===== config.mk =====
export PLATFORM = sky130hd
export DESIGN_NAME = pcie_tx_arbiter
export DESIGN_NICKNAME = d
export VERILOG_FILES = /design/src/rtl/pcie_tx_arbiter.sv
export SDC_FILE = /design/constraint.sdc
export NUM_CORES = 1
export LEC_CHECK = 0
export CELL_PAD_IN_SITES_DETAIL_PLACEMENT = 0
export CELL_PAD_IN_SITES_GLOBAL_PLACEMENT = 1
export CORE_ASPECT_RATIO = 0.5
export CORE_UTILIZATION = 25
export CTS_BUF_LIST = sky130_fd_sc_hd__clkbuf_16
export CTS_CLUSTER_DIAMETER = 50
export CTS_CLUSTER_SIZE = 12
export DETAILED_ROUTE_END_ITERATION = 10
export DONT_BUFFER_PORTS = 1
export HOLD_SLACK_MARGIN = 0.1
export PLACE_DENSITY = 0.55
export RECOVER_POWER = 50
export SETUP_SLACK_MARGIN = 0.02
export SYNTH_ARGS = -nofsm -noshare
export SYNTH_HDL_FRONTEND = slang
export SYNTH_SLANG_ARGS = --single-unit

===== constraint.sdc =====
create_clock -name clock -period 2.5 [get_ports clock]
set_clock_uncertainty 0.2 [all_clocks]
set_input_delay 0.375 -clock clock [delete_from_list [all_inputs] [get_ports clock]]
set_output_delay 0.375 -clock clock [all_outputs]
set_load 0.1 [all_outputs]

===== src/rtl/pcie_tx_arbiter.sv =====
// rtl/pcie_tx_arbiter.sv - packet-level arbiter sharing the PCIe core AXI-stream TX port among three TLP sources
//
// Purpose:
//   Grants the single s_axis_tx port to one of three TLP sources for a whole
//   packet at a time (no beat interleaving), and counts completed TLPs per
//   source for the PIO status registers. Lives in the PCIe user clock domain.
//
// Build option:
//   PCIE_TX_ARB_STRICT_CPL_EN  defined   : source 0 (completions) has absolute
//                                          priority; sources 1/2 round-robin on rr.
//                              undefined : single 3-way round-robin with a 2-bit
//                                          search pointer.
//
// Ports:
//   clock, reset       user clock, synchronous active-high reset
//   src_valid[2:0]     per-source beat valid (0 = completion, 1 = DMA write, 2 = read request)
//   src_data[191:0]    {src2, src1, src0} 64-bit beats
//   src_last[2:0]      last beat of TLP, per source
//   src_1dw[2:0]       beat carries only the low DW, per source
//   src_ready[2:0]     beat accepted, per source
//   axis_tx_*          stream towards the PCIe core (tvalid/tdata/tlast/1dw, tready)
//   grant[2:0]         one-hot owner of the TX port, 0 when idle
//   busy               a packet is in progress
//   pkt_count          {cnt2, cnt1, cnt0} completed TLPs per source, wrapping

`timescale 1ns/1ps

module pcie_tx_arbiter #(
  parameter int COUNT_WIDTH = 16
) (
  input  logic                       clock,
  input  logic                       reset,
  input  logic [2:0]                 src_valid,
  input  logic [191:0]               src_data,
  input  logic [2:0]                 src_last,
  input  logic [2:0]                 src_1dw,
  output logic [2:0]                 src_ready,
  input  logic                       axis_tx_tready,
  output logic                       axis_tx_tvalid,
  output logic [63:0]                axis_tx_tdata,
  output logic                       axis_tx_tlast,
  output logic                       axis_tx_1dw,
  output logic [2:0]                 grant,
  output logic                       busy,
  output logic [3*COUNT_WIDTH-1:0]   pkt_count
);

  localparam logic [0:0] ST_IDLE = 1'b0;
  localparam logic [0:0] ST_OWN  = 1'b1;

  logic [0:0]             r_state;
  logic [2:0]             r_grant;
  logic [COUNT_WIDTH-1:0] r_cnt [0:2];

`ifdef PCIE_TX_ARB_STRICT_CPL_EN
  logic                   r_rr;
`else
  logic [1:0]             r_ptr;
`endif

  logic [2:0]  w_winner;
  logic        w_tvalid;
  logic [63:0] w_tdata;
  logic        w_tlast;
  logic        w_1dw;
  logic        w_pkt_done;

  // ---------------------------------------------------------------------------
  // Data path: a pure mux on the registered grant. In IDLE the grant is zero,
  // so tvalid and every src_ready bit are forced low without extra gating.
  // ---------------------------------------------------------------------------
  always_comb begin
    w_tvalid = |(r_grant & src_valid);
    w_tlast  = |(r_grant & src_last);
    w_1dw    = |(r_grant & src_1dw);
    w_tdata  = 64'd0;
    unique case (r_grant)
      3'b001:  w_tdata = src_data[63:0];
      3'b010:  w_tdata = src_data[127:64];
      3'b100:  w_tdata = src_data[191:128];
      default: w_tdata = 64'd0;
    endcase
  end

  assign axis_tx_tvalid = w_tvalid;
  assign axis_tx_tdata  = w_tdata;
  assign axis_tx_tlast  = w_tlast;
  assign axis_tx_1dw    = w_1dw;

  // src_ready depends only on tready and grant, keeping the handshake free of
  // any valid->ready combinational path.
  assign src_ready = r_grant & {3{axis_tx_tready}};

  assign w_pkt_done = w_tvalid & axis_tx_tready & w_tlast;

  // ---------------------------------------------------------------------------
  // Arbitration (only consulted in IDLE)
  // ---------------------------------------------------------------------------
`ifdef PCIE_TX_ARB_STRICT_CPL_EN
  always_comb begin
    w_winner = 3'b000;
    if (src_valid[0]) begin
      w_winner = 3'b001;
    end else if (!r_rr) begin
      if (src_valid[1])      w_winner = 3'b010;
      else if (src_valid[2]) w_winner = 3'b100;
    end else begin
      if (src_valid[2])      w_winner = 3'b100;
      else if (src_valid[1]) w_winner = 3'b010;
    end
  end
`else
  // r_ptr is the first source searched; it always holds (last owner + 1) mod 3.
  always_comb begin
    w_winner = 3'b000;
    unique case (r_ptr)
      2'd0: begin
        if (src_valid[0])      w_winner = 3'b001;
        else if (src_valid[1]) w_winner = 3'b010;
        else if (src_valid[2]) w_winner = 3'b100;
      end
      2'd1: begin
        if (src_valid[1])      w_winner = 3'b010;
        else if (src_valid[2]) w_winner = 3'b100;
        else if (src_valid[0]) w_winner = 3'b001;
      end
      2'd2: begin
        if (src_valid[2])      w_winner = 3'b100;
        else if (src_valid[0]) w_winner = 3'b001;
        else if (src_valid[1]) w_winner = 3'b010;
      end
      default: w_winner = 3'b000;
    endcase
  end
`endif

  // ---------------------------------------------------------------------------
  // Control FSM: IDLE registers the winner, OWN holds it until the tlast beat
  // transfers. A stalled owner (valid low) simply keeps the port.
  // ---------------------------------------------------------------------------
  always_ff @(posedge clock) begin
    if (reset) begin
      r_state <= ST_IDLE;
      r_grant <= 3'b000;
    end else begin
      unique case (r_state)
        ST_IDLE: begin
          if (|src_valid) begin
            r_grant <= w_winner;
            r_state <= ST_OWN;
          end
        end
        ST_OWN: begin
          if (w_pkt_done) begin
            r_grant <= 3'b000;
            r_state <= ST_IDLE;
          end
        end
        default: begin
          r_grant <= 3'b000;
          r_state <= ST_IDLE;
        end
      endcase
    end
  end

`ifdef PCIE_TX_ARB_STRICT_CPL_EN
  // rr points at the DMA source that did not send last; completions leave it alone.
  always_ff @(posedge clock) begin
    if (reset) begin
      r_rr <= 1'b0;
    end else if (w_pkt_done) begin
      if (r_grant[1])      r_rr <= 1'b1;
      else if (r_grant[2]) r_rr <= 1'b0;
    end
  end
`else
  always_ff @(posedge clock) begin
    if (reset) begin
      r_ptr <= 2'd0;
    end else if (w_pkt_done) begin
      unique case (r_grant)
        3'b001:  r_ptr <= 2'd1;
        3'b010:  r_ptr <= 2'd2;
        3'b100:  r_ptr <= 2'd0;
        default: r_ptr <= r_ptr;
      endcase
    end
  end
`endif

  // Per-source TLP counters, free-running modulo 2^COUNT_WIDTH.
  always_ff @(posedge clock) begin
    if (reset) begin
      for (int i = 0; i < 3; i++) r_cnt[i] <= '0;
    end else if (w_pkt_done) begin
      for (int i = 0; i < 3; i++) begin
        if (r_grant[i]) r_cnt[i] <= r_cnt[i] + 1'b1;
      end
    end
  end

  assign grant     = r_grant;
  assign busy      = |r_grant;
  assign pkt_count = {r_cnt[2], r_cnt[1], r_cnt[0]};

endmodule


* After elaboration in Yosys (flattened, before gate mapping) *
Memories as Yosys holds them, arrays and structs flattened.
Index checks and enable logic that the tools add are counted.

storage, ports and cells
  logic and storage cells = 68
  memory bits (writable) = 48
  memories kept = 1
  bits in registers = 6
  output and inout bits = 122
  input port bits = 204

memories
  memory  words  width  read ports  clocked after Yosys merged registers in  write ports  RTL line  source
  r_cnt   3      16     3           0                                        3            53        logic [COUNT_WIDTH-1:0] r_cnt [0:2];

cells by class
  add/subtract/negate cells = 3
  mux-type cells = 35
  eq/ne operators = 7
  reductions and logical operators = 9
  bitwise gates (word level) = 10

operator list
  cell                                                    number
  one-hot mux 64 bit (3 select lines)                     1
  adder 16 x 1 -> 16 bit (second input constant)          3
  2-to-1 mux 16 bit                                       3
  2-to-1 mux 3 bit                                        8
  2-to-1 mux 1 bit                                        17
  OR reduction 3 bit                                      5
  AND 3 bit                                               4
  one-hot mux 3 bit (3 select lines)                      1
  one-hot mux 2 bit (3 select lines)                      1
  one-hot mux 3 bit (2 select lines)                      1
  2-to-1 mux 2 bit                                        2
  AND reduction 2 bit                                     2
  equality test 3 x 1 -> 1 bit (second input constant)    1
  equality test 3 x 2 -> 1 bit (second input constant)    1
  equality test 3 bit (second input constant)             1
  OR 1 bit                                                3
  nonzero test 3 bit                                      1
  AND 1 bit                                               2
  equality test 2 x 1 -> 1 bit (second input constant)    1
  equality test 2 bit (second input constant)             1
  zero test 2 bit                                         1
  inequality test 2 x 1 -> 1 bit (second input constant)  1
  inequality test 2 bit (second input constant)           1
  one-hot mux 1 bit (2 select lines)                      1
  inverter 1 bit                                          1

* Depth between registers and ports, before layout *
Gate-level depths: netlist of run 1.

  word-level depth = 8
  mapped depth = 7
  mapped depth without buffers = 5

* Worst setup path after synthesis of run 1 *
No wires, ideal clock.

  kind = register to output
  start = reg r_grant[0], in the netlist grant[0]
  end = out axis_tx_tdata[0]
  path buffers = 2
  required time = 1.925 ns
  arrival = 4.108 ns
  stages on the path, launching flop included = 7
  slack = -2.183 ns
  cells stage by stage = dfxtp_1 > buf_4 > inv_1 > nor2_1 > buf_2 > a22oi_1 > o21ai_0

on the way
  cells in the longest elaborated chain, start to end = 2
  elaborated cells on any way between the ends = 4
  classes of those cells = 3 x eq/ne; 1 x mux

ends and longest elaborated chain
  element                                            RTL line  source
  start: declaration                                 52        logic [2:0] r_grant;
  start signal: assignment                           149       r_grant <= w_winner;
  equality test 3 bit, or another cell as far along  77        unique case (r_grant)
  one-hot mux 64 bit (3 select lines) (*)            77
  end: declaration                                   40        output logic [63:0] axis_tx_tdata,

Every way passes the cells marked *; elsewhere a longest branch is shown, timed or not.

* Final worst setup path of run 1 *
  start = reg r_grant[1], in the netlist grant[1]
  end = out axis_tx_tdata[16]

Same word-level chain as after synthesis.

==> results.toml, run 1 <==
[finish]
final_cell_mix = "nand2_1 (78), buf_12 (73), o21ai_4 (63), buf_4 (58), a22oi_1 (56)"
seqCellArea_sq_um = 1573
multi_input_area_sq_um = 3123
syn2layout_area_growth_pct = 77.14
final_nets = 828
drive_gt1_share_pct = 38.10
final_common_cell = "nand2_1"
fill_cells = 1458
antennaDiodeCount = 0
final_cells = 843

[clock_tree]
cts_buffer_depth = 2
cts_root_buffer = "clkbuf_16"
cts_tree = "built"
clock_latency_ns = 0.28
cts_buffers = 5
cts.sinks = 54
htree_levels = 2
clk_pin_slew_ns = 0.07

[place]
io_buffers = 0
dp_slack_ns = 0.06536
place.gp.congestion = 0.8469
hpwl_um = 12600
dp.cells = 823

[worst_setup_path]
crit_required_ns = 1.92
worst_ep_arrival_time_ns = 1.83
cp_max_fo = 29
cp-startpoint = "grant[1]$_SDFFE_PP0P_"
timing.rr.start = "grant[0]$_SDFFE_PP0P_"
startpoint_type = "flip-flop"
cp-end-kind = "primary output"
crit_type = "flip-flop to primary output"

[synthesis]
synth_edf_count = 48
synth_cell_type_count = 40
syn_inst = 502
yosysWarnings = 0
synth_flop_cell = "edfxtp_1"
synth.avg_cell_area_sq_um = 8.123
synthArstFlopShare_pct = 0
synthTopCellsByArea = "edfxtp_1 (35%), a22oi_1 (12%), o21ai_0 (8.3%)"
synth_seq_cells = 54
synth_top_area_share_pct = 35.35
synth_fp_nets = 709
synth_area_sq_um = 4078
yosys.area.top_type = "edfxtp_1"
ys_seq_area_share_pct = 38.29

[route]
drt-initial-drc-count = 263
drt_pre_antenna_iters = 5
routed-via-count = 4460
vias_per_cell = 5.291
drt-total-wl_um = 16850
antenna_left = 0
drc = 0
drt-wirelength-per-cell_um = 19.99

[sta]
period_share_pct = 96.15
tightest_slew_ns = 1.259
fin_ws_ns = 0.09630
drv_slew = 0
setup_viol = 0
fmaxAchievable_mhz = 416.0
totalNegativeSetupSlack_ns = 0
relSlewSlack_pct = 16.09
hold_viol_final = 0
final.min_clock_period_ns = 2.404
rsz0062_at_grt = "yes"

[die]
core_area_sq_um = 15660
start_util_pct = 26.05
die-area_sq_um = 16860
die_w_um = 182.6
die_height_um = 92.31
fp-row-count = 32
ios = 326

[hold_path]
hold_start = "src_valid[2]"
min_path_type = "input port to flip-flop"

[grt]
grt_max_degree = 46
track_usage_pct = 19.12
first_global_vias = 4271
antenna_found_initial = 0
grt_pass1_wl_um = 25200
grt.overflow.total = 0

[pwr]
p_leak_nw = 2.393
peakVddDrop_mv = 0.2663
powerDensity_nw_per_um2 = 496.6

[status]
outcome = "finished, final reports clean"

[run]
max-cap-violations = 0
-- flip-flops by register name (all words and copies together) (netlist names) --
signal / count
grant: 3
r_cnt: 48
r_ptr: 2
r_state: 1
-- synth_stat cells, drive strengths merged (3+ instances only) --
cell type	number
edfxtp	48
inv	10
and3	5
a22oi	64
nand4	13
or3	5
dfxtp	6
nor4	10
buf	14
a222oi	3
a21oi	13
and4	3
o21ai	68
nor3	9
nand3	19
o31ai	3
xor2	14
nand2	78
clkbuf	22
a21o	3
nor2	51
xnor2	23
ha	3
-- through the flow --
stage / power (mW) / hold slack (ns) / area (sq um) / util [%]
2_1_floorplan: 2.268 / 0.3021 / 4841 / -
3_3_place_gp: 2.798 / 0.2391 / 6893 / 44.03
3_5_place_dp: 2.802 / 0.2400 / 6893 / 44.03
4_1_cts: 3.598 / 0.1238 / 7172 / 45.81
5_1_grt: 3.702 / 0.1548 / 7223 / 46.14
6_report: 3.587 / 0.1394 / 7223 / 46.14
-- layout make-up --
type / instances / area share (%)
clock inverter: 3 / 0.5543
multi-input combinational: 402 / 43.24
clock buffer: 5 / 1.732
timing repair buffer: 148 / 28.36
inverter: 10 / 0.5197
sequential: 54 / 21.77
tap: 221 / 3.828
-- layer usage --
layer / GRT usage [%] / share of wire, %
met1: 25.23 / 43
met3: 5.584 / 8.0
met2: 31.46 / 49
met4: 2.871 / 0.63
met5: 0 / 0
-- cell families (layout without fill, tap and decap cells) --
group,after synthesis,after routing,share of synthesized area (%)
AND/OR/NAND/NOR,201,201,22.92
flip-flops,54,54,38.29
XOR/XNOR,37,37,7.947
buffers and inverters,46,166,4.726
AO/OA/AOI/OAI,161,161,25.19
adder cells (fa/ha/maj),3,3,0.9206
-- worst paths after layout --
kind	end	slack, ns	cells past startpoint
max	axis_tx_tdata[16]	0.1	6
min	grant[0]$_SDFFE_PP0P_	0.14	3
max reg2reg	grant[1]$_SDFFE_PP0P_	0.15	6
min reg2reg	r_state$_SDFF_PP0_	0.38	1
-- critical path: stages (launching register included) --
cell and delay [ns]:
dfxtp_4 0.39, buf_6 0.17, nor2b_4 0.23, buf_12 0.22, a22oi_1 0.13, o21ai_4 0.20, buf_12 0.20
-- repair_timing --
action | CTS | global route
hold buffers | 4 | 0
pin swaps | 1 | 4
setup endpoints to repair | 41 | 91
hold endpoints to repair | 6 | 0
resized for setup | 4 | 15
buffers inserted | 3 | 4
gates cloned | 1 | 1
-- where the power goes --
part / internal, mW / switching [mW]
combinational: 0.544 / 1.23
clock: 0.469 / 0.301
sequential: 1.01 / 0.0344
No activity file was read; power rests on OpenSTA's default activity.
==> run 2: changes to the inputs <==
--- a/config.mk
+++ b/config.mk
@@ -5,17 +5,18 @@
 export SDC_FILE = /design/constraint.sdc
 export NUM_CORES = 1
 export LEC_CHECK = 0
+export BUFFER_PORTS_ARGS = -buffer_cell sky130_fd_sc_hd__buf_2
 export CELL_PAD_IN_SITES_DETAIL_PLACEMENT = 0
 export CELL_PAD_IN_SITES_GLOBAL_PLACEMENT = 1
 export CORE_ASPECT_RATIO = 0.5
+export CORE_MARGIN = 5
 export CORE_UTILIZATION = 25
 export CTS_BUF_LIST = sky130_fd_sc_hd__clkbuf_16
 export CTS_CLUSTER_DIAMETER = 50
 export CTS_CLUSTER_SIZE = 12
 export DETAILED_ROUTE_END_ITERATION = 10
-export DONT_BUFFER_PORTS = 1
 export HOLD_SLACK_MARGIN = 0.1
-export PLACE_DENSITY = 0.55
+export PLACE_DENSITY = 0.81
 export RECOVER_POWER = 50
 export SETUP_SLACK_MARGIN = 0.02
 export SYNTH_ARGS = -nofsm -noshare
==> results.toml, run 2 (synthesized netlist as in run 1, its figures left out) <==
[worst_setup_path]
path_cells = "buf_8 > buf_12 > nor2b_4 > buf_4 > clkbuf_16 > a22oi_1 > o21ai_4 > buf_12"
critPathTopFamily = "buffers and inverters"
crit_path_end = "axis_tx_tdata[19]"
cp-end-kind = "primary output"
cp.buffers_inverters = 5
reg2reg_depth = 3
cpPeakStageDelay_ns = 0.37
worst_ep_arrival_time_ns = 1.87
r2r_slack_ns = 0.19
crit_required_ns = 1.92
path_depth = 8
r2r-end = "r_cnt[0][31]$_SDFFCE_PN0P_"
cp-startpoint = "grant[0]$_SDFFE_PP0P_"
startpoint_type = "flip-flop"
cp_max_fo = 17
cpMostUsedCell = "buf_12"
crit_type = "flip-flop to primary output"
timing.rr.start = "grant[2]$_SDFFE_PP0P_"
cp_slowest_cell = "dfxtp_4"

[grt]
first_global_vias = 5124
grt.overflow.total = 0
antenna_found_initial = 0
grt_pass1_wl_um = 28240
grt_max_degree = 62
track_usage_pct = 18.10

[place]
io_buffers = 325
dp_slack_ns = 0.05409
place.gp.congestion = 0.8389
hpwl_um = 14360

[hold_path]
min_path_type = "input port to flip-flop"

[sta]
fmaxAchievable_mhz = 409.1
totalNegativeSetupSlack_ns = 0
final.min_clock_period_ns = 2.444
hold_viol_final = 0
period_share_pct = 97.77
tightest_slew_ns = 1.207
setup_viol = 0
fin_ws_ns = 0.05570
drv_slew = 0
relSlewSlack_pct = 19.89
whs_ns = 0.1904
rsz0062_at_grt = "yes"

[route]
drt-wirelength-per-cell_um = 17.53
antenna_left = 0
drt_pre_antenna_iters = 5
drt-initial-drc-count = 293
vias_per_cell = 4.973
routed-via-count = 5192
drc = 0
drt-total-wl_um = 18300

[finish]
syn2layout_area_growth_pct = 97.42
utilization_pct = 49.74
final_nets = 1023
final_common_cell = "buf_2"
max_flop_register = "r_cnt"
largest_reg_flops = 48
final_cell_mix = "buf_2 (205), nand2_1 (78), buf_12 (72), o21ai_4 (63), a22oi_1 (52)"
fill_cells = 1576
drive_gt1_share_pct = 50.92
antennaDiodeCount = 0

[run]
max-cap-violations = 0

[clock_tree]
clock_latency_ns = 0.29
hold_buffers = 0
cts_buffers = 5
cts.sinks = 54
cts_buffer_depth = 2
cts_root_buffer = "clkbuf_16"
cts_tree = "built"
clk_pin_slew_ns = 0.07
htree_levels = 2

[die]
start_util_pct = 25.19
ios = 326
core_area_sq_um = 16190
die_w_um = 190.6
fp-row-count = 33
die_height_um = 100.3
die-area_sq_um = 19120

[pwr]
powerDensity_nw_per_um2 = 453.3
p_leak_nw = 3.034
peakVddDrop_mv = 0.2916

[status]
outcome = "finished, final reports clean"
==> run 2: changes by cell type in the layout (fill, tap and decap cells not counted), moves of 2 or more <==
cell,delta
dlygate4sd3_1,-4
a22oi_2,+4
a21o_1,-2
clkinvlp_4,+2
clkbuf_1,+26
clkinv_2,-2
a22oi_1,-4
buf_4,-54
a21o_2,+2
clkbuf_2,+22
buf_2,+205
==> run 2: worst min-delay path by stage <==
stage | from | to | slack, ns | cells after the start
after detailed placement | r_state$_SDFF_PP0_ | r_state$_SDFF_PP0_ | 0.34 | 1
final | src_valid[0] | grant[0]$_SDFFE_PP0P_ | 0.19 | 3
after floorplan | r_state$_SDFF_PP0_ | r_state$_SDFF_PP0_ | 0.30 | 1
after CTS | src_valid[0] | grant[0]$_SDFFE_PP0P_ | 0.17 | 3
after global routing | src_valid[0] | grant[0]$_SDFFE_PP0P_ | 0.20 | 3
after global placement | r_state$_SDFF_PP0_ | r_state$_SDFF_PP0_ | 0.35 | 1
==> run 2: report_power, final <==
part           switching (mW)  internal (mW)  leakage [nW]
logic                    1.27          0.627          2.42
clock network           0.319          0.377        0.0704
registers              0.0485           1.01         0.547
total                    1.64           2.01          3.03
==> run 2: cell type report <==
type	count	area [sq um]	area share [%]
timing repair buffer	343	2869	35.64
multi-input combinational	402	3133	38.92
inverter	10	41.29	0.5129
clock inverter	3	25.02	0.3108
clock buffer	5	125.1	1.554
tap	227	284.0	3.528
sequential	54	1573	19.54
==> run 2: metrics by stage <==
stage                     cell area, sq um  total power [mW]  std cells
after global routing                  8050             3.776       1044
after global placement                7732             2.925       1029
final                                 8050             3.649       1044
after floorplan                       4841             2.268        502
after CTS                             8026             3.665       1041
after detailed placement              7732             2.934       1029
==> run 2: what timing repair did <==
action                                  CTS  global route
gates cloned                              1             1
setup buffers                             3             2
pin swaps                                 3             1
endpoints found under the setup margin   41            63
gates resized for setup                  17             8
==> run 2: worst reg2reg max path, delay by kind of cell (launching register included) <==
family	cells	cell delay [ns]
compound gates	2	0.76
simple gates	1	0.57
flops	1	0.41
==> run 2: layer usage <==
metal	GRT usage, %	up-vias	part of all wire [%]
li1	-	2499	-
met1	23.87	2492	42
met2	31.17	171	50
met3	3.857	30	5.9
met4	3.309	0	1.6
met5	0	-	0
==> run 3: changes to the inputs <==
--- a/config.mk
+++ b/config.mk
@@ -18,7 +18,7 @@
 export HOLD_SLACK_MARGIN = 0.1
 export PLACE_DENSITY = 0.81
 export RECOVER_POWER = 50
-export SETUP_SLACK_MARGIN = 0.02
+export SETUP_SLACK_MARGIN = 0.15
 export SYNTH_ARGS = -nofsm -noshare
 export SYNTH_HDL_FRONTEND = slang
 export SYNTH_SLANG_ARGS = --single-unit
==> results.toml, run 3 (synthesized netlist as in run 1, its figures left out) <==
[status]
outcome = "finished, final reports clean"

[pwr]
powerDensity_nw_per_um2 = 444.6
fin_total_pwr_mw = 3.698
p_leak_nw = 3.157
peakVddDrop_mv = 0.3339

[clock_tree]
htree_levels = 2
cts_buffer_depth = 2
cts_root_buffer = "clkbuf_16"
cts_buffers = 5
clock_latency_ns = 0.29
clk_pin_slew_ns = 0.08
hold_buffers = 0
cts.sinks = 54
cts_tree = "built"

[route]
vias_per_cell = 4.984
drc = 0
drt-initial-drc-count = 297
routed-via-count = 5273
drt-wirelength-per-cell_um = 18.59
drt_pre_antenna_iters = 4
antenna_left = 0
drt-total-wl_um = 19670

[place]
hpwl_um = 15030
io_buffers = 325
dp_slack_ns = 0.2816
place.gp.congestion = 0.8938
placed_cell_area_sq_um = 7878

[die]
die-area_sq_um = 19120
die_w_um = 190.6
ios = 326
start_util_pct = 25.19
core_area_sq_um = 16190
fp-row-count = 33
die_height_um = 100.3

[sta]
relSlewSlack_pct = 18.19
drv_slew = 0
period_share_pct = 97.93
rsz0062_at_grt = "yes"
tightest_slew_ns = 1.232
fin_ws_ns = 0.05165
final.min_clock_period_ns = 2.448
setup_viol = 0
hold_viol_final = 0
totalNegativeSetupSlack_ns = 0
fmaxAchievable_mhz = 408.4

[worst_setup_path]
worst_ep_arrival_time_ns = 1.87
crit_path_end = "axis_tx_tdata[37]"
startpoint_type = "flip-flop"
timing.rr.start = "grant[1]$_SDFFE_PP0P_"
r2r-end = "r_cnt[0][28]$_SDFFCE_PN0P_"
crit_type = "flip-flop to primary output"
reg2reg_depth = 7
crit_required_ns = 1.92
cp-startpoint = "grant[0]$_SDFFE_PP0P_"
cp_max_fo = 10
cp-end-kind = "primary output"
r2r_slack_ns = 0.23

[run]
max-cap-violations = 0

[grt]
grt.busiest_layer = "met2"
met3_usage_pct = 4.170
grt.overflow.total = 0
track_usage_pct = 18.42
grt_max_degree = 40
met1_usage_pct = 23.11
grt_pass1_wl_um = 28660
use_met2_pct = 32.67
antenna_found_initial = 1
first_global_vias = 5169

[hold_path]
holdPathStages = 3
min_path_type = "input port to flip-flop"
hold_start = "src_valid[2]"

[finish]
max_flop_register = "r_cnt"
syn2layout_area_growth_pct = 104.0
final_nets = 1037
antennaDiodeCount = 0
final_cell_mix = "buf_2 (204), buf_12 (75), nand2_1 (72), o21ai_4 (63), a22oi_1 (58)"
fill_cells = 1513
final_area_sq_um = 8318
largest_reg_flops = 48
multi_input_area_sq_um = 3242
seqCellArea_sq_um = 1569
utilization_pct = 51.39
final_common_cell = "buf_2"
drive_gt1_share_pct = 53.31
run 3: changes by cell type in the layout (fill, tap and decap cells not counted), sizes merged:
cell	previous run	this run
buf	286	299
bufbuf	1	0
clkbuf	61	63
clkinvlp	2	1
inv	10	11
run 3: area by class of cell:
type	count	area share, %
clock buffers	5	1.504
well taps	227	3.415
clock inverters	3	0.3460
inverters	10	0.5265
repair buffers	357	36.37
multi-input cells	402	38.97
flip-flops and latches	54	18.86
run 3: worst min-delay path by stage:
stage | to | slack, ns
after detailed placement | r_state$_SDFF_PP0_ | 0.36
after floorplan | r_state$_SDFF_PP0_ | 0.30
after global routing | grant[2]$_SDFFE_PP0P_ | 0.19
after global placement | r_state$_SDFF_PP0_ | 0.33
after CTS | grant[2]$_SDFFE_PP0P_ | 0.17
final | grant[2]$_SDFFE_PP0P_ | 0.17
run 3: through the flow:
step,hold slack [ns],cells
after global routing,0.1866,1058
final,0.1687,1058
after global placement,0.3312,1030
after CTS,0.1681,1044
after detailed placement,0.3557,1030
after floorplan,0.3021,502
run 3: worst max-delay path, stage by stage (launching register included):
cell	delay [ns]
dfxtp_1	0.42
buf_4	0.19
nor2b_4	0.05
buf_4	0.13
buf_12	0.14
a22oi_1	0.39
o21ai_4	0.09
buf_12	0.18
run 3: layer usage:
| metal | vias up | part of all wire [%] |
|---|---|---|
| met2 | 146 | 51 |
| met3 | 26 | 5.7 |
| met4 | 2 | 1.7 |
| met5 | - | 0.066 |
| met1 | 2569 | 41 |
| li1 | 2530 | - |
run 3: power by group:
| part | switching (mW) | total [mW] | internal (mW) |
|---|---|---|---|
| sequential | 0.0504 | 1.06 | 1.01 |
| combinational | 1.28 | 1.92 | 0.637 |
| clock | 0.336 | 0.720 | 0.385 |
| total | 1.67 | 3.70 | 2.03 |
run 3: timing repair:
item,in CTS,in global routing
resized for setup,5,23
pin swaps,1,4
cloned,1,6
setup buffers,5,8
endpoints found under the hold margin,0,0
endpoints found under the setup margin,36,121
